[config.mk]
export PLATFORM = sky130hd
export DESIGN_NAME = shift_add_multiplier
export DESIGN_NICKNAME = d
export VERILOG_FILES = /design/src/rtl/mul_pkg.sv /design/src/rtl/mul_pp_adder.sv /design/src/rtl/shift_add_multiplier.sv
export SDC_FILE = /design/constraint.sdc
export NUM_CORES = 1
export LEC_CHECK = 0
export CAP_MARGIN = 5
export CORE_MARGIN = 5
export CORE_UTILIZATION = 49
export CTS_BUF_LIST = sky130_fd_sc_hd__clkbuf_8
export CTS_CLUSTER_DIAMETER = 50
export DETAILED_ROUTE_END_ITERATION = 10
export MAX_ROUTING_LAYER = met4
export PLACE_DENSITY = 0.8
export SYNTH_ARGS = -nofsm -noshare
export SYNTH_HDL_FRONTEND = slang
export SYNTH_HIERARCHICAL = 1
export SYNTH_SLANG_ARGS = --single-unit
[constraint.sdc]
create_clock -name clk -period 2.55 [get_ports clk]
set_input_delay 0.765 -clock clk [delete_from_list [all_inputs] [get_ports clk]]
set_output_delay 0.765 -clock clk [all_outputs]
set_load 0.05 [all_outputs]
[src/rtl/mul_pkg.sv]
// Shared types and defaults for the shift-add multiplier.
package mul_pkg;

  typedef enum logic [1:0] {S_IDLE, S_RUN, S_DONE} mul_state_t;

  localparam int MUL_DEFAULT_WIDTH = 4;

endpackage

[src/rtl/mul_pp_adder.sv]
// Combinational WIDTH-bit ripple-carry adder built from per-bit full-adder cells.
module mul_pp_adder #(
  parameter int WIDTH = 4
) (
  input  logic [WIDTH-1:0] x,
  input  logic [WIDTH-1:0] y,
  input  logic             cin,
  output logic [WIDTH-1:0] sum,
  output logic             cout
);

  logic [WIDTH:0] w_carry;

  assign w_carry[0] = cin;

  for (genvar i = 0; i < WIDTH; i++) begin : g_fa
    assign sum[i]         = x[i] ^ y[i] ^ w_carry[i];
    assign w_carry[i + 1] = (x[i] & y[i]) | (w_carry[i] & (x[i] ^ y[i]));
  end

  assign cout = w_carry[WIDTH];

endmodule

[src/rtl/shift_add_multiplier.sv]
// Sequential unsigned WIDTH x WIDTH shift-add multiplier with valid/ready on both sides.
// Define ZERO_BYPASS_EN to skip the RUN phase when either operand is zero.
module shift_add_multiplier
  import mul_pkg::*;
#(
  parameter int WIDTH = MUL_DEFAULT_WIDTH
) (
  input  logic                 clk,
  input  logic                 reset,
  input  logic                 in_valid,
  output logic                 in_ready,
  input  logic [WIDTH-1:0]     a,
  input  logic [WIDTH-1:0]     b,
  output logic                 out_valid,
  input  logic                 out_ready,
  output logic [2*WIDTH-1:0]   product
);

  localparam int unsigned CNT_W = (WIDTH > 1) ? $clog2(WIDTH) : 1;
  localparam int unsigned PW    = 2 * WIDTH;

  mul_state_t       r_state;
  mul_state_t       w_state_nxt;
  logic [CNT_W-1:0] r_count;
  logic [WIDTH-1:0] r_m;
  logic [PW-1:0]    r_p;
  logic             r_in_ready;
  logic             r_out_valid;

  logic             w_accept;
  logic             w_last;
  logic             w_zero_op;
  logic [WIDTH-1:0] w_addend;
  logic [WIDTH-1:0] w_sum;
  logic             w_cout;

  assign w_accept = in_valid && r_in_ready;
  assign w_last   = (r_count == CNT_W'(WIDTH - 1));
  assign w_addend = r_p[0] ? r_m : '0;

`ifdef ZERO_BYPASS_EN
  assign w_zero_op = (a == '0) || (b == '0);
`else
  assign w_zero_op = 1'b0;
`endif

  mul_pp_adder #(.WIDTH(WIDTH)) u_adder (
    .x    (r_p[PW-1:WIDTH]),
    .y    (w_addend),
    .cin  (1'b0),
    .sum  (w_sum),
    .cout (w_cout)
  );

  // Next-state decode
  always_comb begin
    w_state_nxt = r_state;
    case (r_state)
      S_IDLE:  if (w_accept) w_state_nxt = w_zero_op ? S_DONE : S_RUN;
      S_RUN:   if (w_last) w_state_nxt = S_DONE;
      S_DONE:  if (out_ready) w_state_nxt = S_IDLE;
      default: w_state_nxt = S_IDLE;
    endcase
  end

  // State and registered handshake outputs
  always_ff @(posedge clk) begin
    if (reset) begin
      r_state     <= S_IDLE;
      r_in_ready  <= 1'b1;
      r_out_valid <= 1'b0;
    end else begin
      r_state     <= w_state_nxt;
      r_in_ready  <= (w_state_nxt == S_IDLE);
      r_out_valid <= (w_state_nxt == S_DONE);
    end
  end

  // Datapath: carry-out of the adder shifts into the top bit of P
  always_ff @(posedge clk) begin
    if (reset) begin
      r_m     <= '0;
      r_p     <= '0;
      r_count <= '0;
    end else begin
      case (r_state)
        S_IDLE: begin
          if (w_accept) begin
            r_m     <= a;
            r_p     <= w_zero_op ? '0 : {{WIDTH{1'b0}}, b};
            r_count <= '0;
          end
        end
        S_RUN: begin
          r_p     <= {w_cout, w_sum, r_p[WIDTH-1:1]};
          r_count <= r_count + CNT_W'(1);
        end
        default: ;
      endcase
    end
  end

  assign in_ready  = r_in_ready;
  assign out_valid = r_out_valid;
  assign product   = r_p;

endmodule

==> impl_metrics.py, run 1 <==
metrics = {
    "sta": {
        "rsz0062_at_grt": "no",
        "timing.final.ws_setup_ps": 211,
        "hold_viol": 0,
        "fin_crit_ps": 2340,
        "period_share_pct": 91.7,
        "finalSetupTns_ps": 0,
        "worst_pin_slew_ps": 614,
        "slew_headroom_pct": 59.0,
        "finalSetupViolations": 0,
        "slew_violations": 0,
        "finClkSkew_ps": 1.92,
        "max_freq_ghz": 0.428,
    },
    "die": {
        "start_util_pct": 50.8,
        "rows": 15,
        "die_w_um": 52.1,
        "core_area_mm2": 0.00171,
        "die_area_mm2": 0.00271,
        "dieHeight_um": 52.1,
        "io_pins": 22,
    },
    "synth": {
        "synthFlopType": "dfxtp_1",
        "synth_enable_flop_cells": 0,
        "yosysTopAreaCell": "dfxtp_1",
        "synth_seq_cells": 18,
        "ys_warn_count": 6,
        "postSynthCellCount": 103,
        "synth.most_common_cell": "nand2_1",
        "seq_area_frac_synth_pct": 41.6,
        "yosys.area.top_type_share_pct": 41.6,
        "synth_commonest_cells": "23 x nand2_1, 18 x dfxtp_1, 11 x a21oi_1",
        "synth_nets": 120,
        "avgSynthCellArea_um2": 8.42,
        "netlist-cell-type-count": 24,
        "ys_async_sr_fraction_pct": 0,
        "synth_area_um2": 867,
        "yosys-top-cells-area": "dfxtp_1 42%, nand2_1 10%, fa_1 9.2%",
    },
    "worst_setup_path": {
        "crit_path_end": "product[6]$_SDFFE_PP0P_",
        "rr_worst_depth": 11,
        "cpPeakStageDelay_ps": 420,
        "crit_type": "reg2reg",
        "start_kind": "flip-flop",
        "cp.arrival_ps": 2510,
        "r2r_end": "product[6]$_SDFFE_PP0P_",
        "cp_top_family": "adder cells",
        "path_buf_inv": 4,
        "crit_path_end_kind": "flip-flop",
        "worstPathCellList": "and2_1, fa_1, inv_1, fa_1, inv_1, fa_1, inv_1, fa_1, inv_1, nand2_1, a21oi_1",
        "rr_startpoint": "product[0]$_SDFFE_PP0P_",
        "critPathRequiredTime_ps": 2720,
        "rrSetupSlack_ps": 210,
        "cpMaxStageDelayCell": "fa_1",
        "crit_fanout": 6,
        "startpoint": "product[0]$_SDFFE_PP0P_",
        "path_depth": 11,
    },
    "drt": {
        "wl_per_cell_um": 12.2,
        "drtPass1Iterations": 4,
        "drcViolationCount": 0,
        "routed-via-count": 726,
        "vias_per_cell": 4.94,
        "topRoutingLayerUsed": "met4",
        "wl_met1_um": 815,
        "drtAntennaViolNets": 0,
        "drt_first_iter_violations": 15,
        "met2_length_um": 890,
        "wl_mm": 1.79,
        "route.met3.wl_um": 65,
    },
    "final_layout": {
        "area_growth_pct": 29.3,
        "antenna_cells": 0,
        "final_nets": 141,
        "drive_gt1_share_pct": 4.92,
    },
    "global_route": {
        "grt_pass1_vias": 754,
        "grt_util_all_layers_pct": 15.2,
        "antenna_found_initial": 0,
        "grt_max_degree": 19,
        "grt_overflow_total": 0,
        "grt_pass1_wl_mm": 3.06,
    },
    "placed_design": {
        "dp_hpwl_mm": 1.33,
        "pre_cts_ws_ps": 240,
        "port_buffers": 21,
        "gp_congestion": 0.812,
    },
    "power_and_ir_drop": {
        "power.density_mw_per_mm2": 572,
        "max-vdd-ir-drop_mv": 0.494,
        "leakage_nw": 0.436,
    },
    "clock_tree": {
        "clk_path_buf_depth": 2,
        "numCtsBuffers": 3,
        "cts_resized": 0,
        "clockRootBuffer": "clkbuf_8",
        "cts_tree": "done",
        "h-tree-depth": 1,
        "clk_pin_slew_worst_paths_ps": 60,
        "postCtsSetupRepairBufs": 0,
        "holdBufCountCts": 0,
        "clock-sinks": 18,
        "insertion_delay_ps": 240,
    },
    "outcome": {
        "status": "complete, no violations",
    },
    "min_path": {
        "hp-class": "reg2reg",
    },
    "flow_run": {
        "cap_viol_max_count": 0,
    },
}
## per-stage QoR
step	cells	hold slack (ps)	utilization [%]	cell area, um^2	total power [mW]
2_1_floorplan	103	432	-	867	0.410
3_3_place_gp	144	440	63.2	1080	0.454
3_5_place_dp	144	443	63.2	1080	0.458
4_1_cts	147	455	65.6	1120	0.647
5_1_grt	147	485	65.6	1120	0.668
6_report	147	456	65.6	1120	0.641
## layout make-up
| type | count | area [um^2] |
|---|---|---|
| Clock buffer | 3 | 41.3 |
| Fill cell | 142 | 587 |
| Multi-Input combinational cell | 69 | 433 |
| Timing Repair Buffer | 22 | 218 |
| Sequential cell | 18 | 360 |
| Inverter | 10 | 37.5 |
| Tap cell | 25 | 31.3 |
## tightest hold or removal path, cell delays in order, from the launching register on
cell and delay [ps]:
dfxtp_1 310, nand2_1 50, a21oi_1 50
## flip-flops by register name, indices dropped and copies added, names as in the netlist
signal,flops
in_ready,1
out_valid,1
product,8
r_count,2
r_m,4
r_state,2
## where the power goes
part | leakage [nW] | internal [mW] | total [mW] | switching, mW
clock | 0.0216 | 0.105 | 0.190 | 0.0856
sequential | 0.147 | 0.299 | 0.312 | 0.0137
combinational | 0.267 | 0.0557 | 0.138 | 0.0825
total | 0.436 | 0.459 | 0.641 | 0.182
## worst min path at each step
stage          cells past startpoint                start                  end
2_1_floorplan                      2  r_m[0]$_SDFFE_PP0P_  r_m[0]$_SDFFE_PP0P_
3_5_place_dp                       2  r_m[3]$_SDFFE_PP0P_  r_m[3]$_SDFFE_PP0P_
4_1_cts                            2  r_m[3]$_SDFFE_PP0P_  r_m[3]$_SDFFE_PP0P_
5_1_grt                            2  r_m[3]$_SDFFE_PP0P_  r_m[3]$_SDFFE_PP0P_
6_report                           2  r_m[3]$_SDFFE_PP0P_  r_m[3]$_SDFFE_PP0P_
3_3_place_gp                       2  r_m[3]$_SDFFE_PP0P_  r_m[3]$_SDFFE_PP0P_
## cells by family after synthesis
family | after synthesis | synth area share [%]
simple gates | 46 | 26.3
flops | 18 | 41.6
compound gates | 16 | 11.3
buf+inv | 16 | 8.51
fa+ha+maj | 5 | 10.7
mux | 1 | 1.30
other cells | 1 | 0.432
## layout by cell type, fill, tap and decap left out, types with 2 or more instances in the layout
cell type	synthesis	layout
clkdlybuf4s50_1	0	21
fa_1	4	4
nor2_1	2	2
and2_1	4	4
nand3_1	6	6
nand2_1	23	23
a311oi_1	4	4
a21oi_1	11	11
dfxtp_1	18	18
clkbuf_8	0	3
nor3_1	5	5
nand2b_1	2	2
inv_1	10	10
## routing by layer
metal  up-vias  track usage [%]
li1        373                -
met4         0             5.68
met5         -                -
met2        10             26.2
met3         2             3.15
met1       341             17.1
Power figures use the tool's default switching activity.
==> run 2: changes to the inputs <==
Settings changed: PLACE_DENSITY 0.8 to 0.85.
==> run 2 against run 1 <==
  * Critical path depth stayed put
  * Fmax decreased by 1.8%
  * Cell area unchanged
  * Non-clock buffer count unchanged
  * Sequential power about the same
  * Cell count did not move
  * Via count grew 2.2%
  * Setup slack worse by 44 ps
  * Clock power increased by 5%
  * Wire length up 4.7%
  * Register-to-register slack got worse by 40 ps
  * First-iteration DRC count down 33%
  * Critical path type unchanged
  * Largest power group unchanged
==> impl_metrics.py, run 2 (synthesized netlist as in run 1, its figures left out) <==
metrics = {
    "global_route": {
        "grt_util_all_layers_pct": 16.3,
        "grt_pass1_vias": 741,
        "grt_pass1_wl_mm": 3.14,
        "antenna_found_initial": 0,
        "grt_overflow_total": 0,
        "grt_max_degree": 19,
    },
    "drt": {
        "routed-via-count": 742,
        "wl_per_cell_um": 12.8,
        "vias_per_cell": 5.05,
        "drcViolationCount": 0,
        "drtPass1Iterations": 4,
        "drt_first_iter_violations": 10,
        "wl_mm": 1.88,
        "drtAntennaViolNets": 0,
    },
    "sta": {
        "finalSetupViolations": 0,
        "fin_hold_ws_ps": 450,
        "worst_pin_slew_ps": 639,
        "finalSetupTns_ps": 0,
        "slew_violations": 0,
        "fin_crit_ps": 2380,
        "rsz0062_at_grt": "no",
        "finClkSkew_ps": 8.73,
        "hold_viol": 0,
        "slew_headroom_pct": 57.2,
        "period_share_pct": 93.4,
        "max_freq_ghz": 0.420,
    },
    "die": {
        "start_util_pct": 50.8,
        "die_w_um": 52.1,
        "dieHeight_um": 52.1,
        "io_pins": 22,
        "core_area_mm2": 0.00171,
        "die_area_mm2": 0.00271,
        "rows": 15,
    },
    "clock_tree": {
        "cts_resized": 0,
        "clockRootBuffer": "clkbuf_8",
        "h-tree-depth": 1,
        "clock-sinks": 18,
        "numCtsBuffers": 3,
        "clk_path_buf_depth": 2,
        "postCtsSetupRepairBufs": 0,
        "clk_pin_slew_worst_paths_ps": 70,
        "insertion_delay_ps": 260,
        "holdBufCountCts": 0,
        "cts_tree": "done",
    },
    "worst_setup_path": {
        "path_buf_inv": 4,
        "critPathRequiredTime_ps": 2720,
        "cpPeakStageDelay_ps": 430,
        "cp_top_family": "adder cells",
        "start_kind": "flip-flop",
        "crit_type": "reg2reg",
        "startpoint": "product[0]$_SDFFE_PP0P_",
        "crit_path_end_kind": "flip-flop",
        "crit_fanout": 6,
        "rr_startpoint": "product[0]$_SDFFE_PP0P_",
        "cp.arrival_ps": 2550,
        "worstPathCellList": "and2_1, fa_1, inv_1, fa_1, inv_1, fa_1, inv_1, fa_1, inv_1, nand2_1, a21oi_1",
        "cpMaxStageDelayCell": "fa_1",
    },
    "power_and_ir_drop": {
        "p_sw_uw": 190,
        "switching_share_pct": 29.3,
        "p_comb_share_pct": 21.2,
        "leakage_nw": 0.436,
        "internal_power_uw": 459,
        "power.density_mw_per_mm2": 580,
        "max-vdd-ir-drop_mv": 0.437,
        "power_frac_seq_pct": 48.1,
        "p_clk_share_pct": 30.6,
    },
    "placed_design": {
        "port_buffers": 21,
        "gp_congestion": 0.856,
        "dp_hpwl_mm": 1.40,
    },
    "min_path": {
        "hp-start": "r_m[3]$_SDFFE_PP0P_",
        "hp-class": "reg2reg",
    },
    "final_layout": {
        "area_growth_pct": 29.3,
        "final_common_cell": "nand2_1",
        "final_cell_mix": "23 x nand2_1, 21 x clkdlybuf4s50_1, 18 x dfxtp_1",
        "antenna_cells": 0,
        "drive_gt1_share_pct": 4.92,
        "largest_register_ffs": 8,
        "final_nets": 141,
    },
    "flow_run": {
        "cap_viol_max_count": 0,
    },
    "outcome": {
        "status": "complete, no violations",
    },
}
run 2: area by class of cell:
class	instances	area (um^2)
well taps	25	31.3
multi-input cells	69	433
fillers	138	587
clock buffers	3	41.3
inverters	10	37.5
repair buffers	22	218
flip-flops and latches	18	360
run 2: power groups by stage:
stage                     clock, mW  sequential (mW)  combinational, mW
after global routing          0.212            0.315              0.149
after global placement            0            0.318              0.136
after CTS                     0.200            0.313              0.139
after floorplan                   0            0.350             0.0603
final                         0.199            0.313              0.138
after detailed placement          0            0.319              0.138
run 2: metrics by stage:
step	area [um^2]	utilization (%)	setup WS [ps]	total power [mW]	cells
floorplan	867	-	96.5	0.410	103
global route	1120	65.6	41.7	0.675	147
global placement	1080	63.2	287	0.454	144
CTS	1120	65.6	154	0.651	147
finish	1120	65.6	167	0.650	147
detailed placement	1080	63.2	174	0.457	144
run 2: worst reg2reg max path, cell delays in order, from the launching register on:
cell and delay [ps]:
dfxtp_1 340, and2_1 170, fa_1 430, inv_1 80, fa_1 160, inv_1 50
fa_1 340, inv_1 70, fa_1 400, inv_1 60, nand2_1 50, a21oi_1 150
run 2: final timing paths:
kind                              to  slack [ps]  depth (start not counted)
min              r_m[3]$_SDFFE_PP0P_         450                          2
max reg2reg  product[6]$_SDFFE_PP0P_         170                         11
min reg2reg      r_m[3]$_SDFFE_PP0P_         450                          2
max          product[6]$_SDFFE_PP0P_         170                         11
run 2: layer usage:
metal  GRT usage (%)  share of wire (%)
met3            4.01                4.3
met4            9.17                2.8
met1            17.8                 44
met2            27.0                 49
met5               -                  0
==> run 3: changes to the inputs <==
--- a/constraint.sdc
+++ b/constraint.sdc
@@ -3,2 +3,2 @@
 set_output_delay 0.765 -clock clk [all_outputs]
-set_load 0.05 [all_outputs]
+set_load 0.005 [all_outputs]
==> results of run 3 <==
Same layout as run 2 (identical final DEF). Status: complete, no violations.
Among the figures that moved: total power 0.650 mW -> 0.617 mW; worst IR drop on VDD 0.437 mV -> 0.405 mV
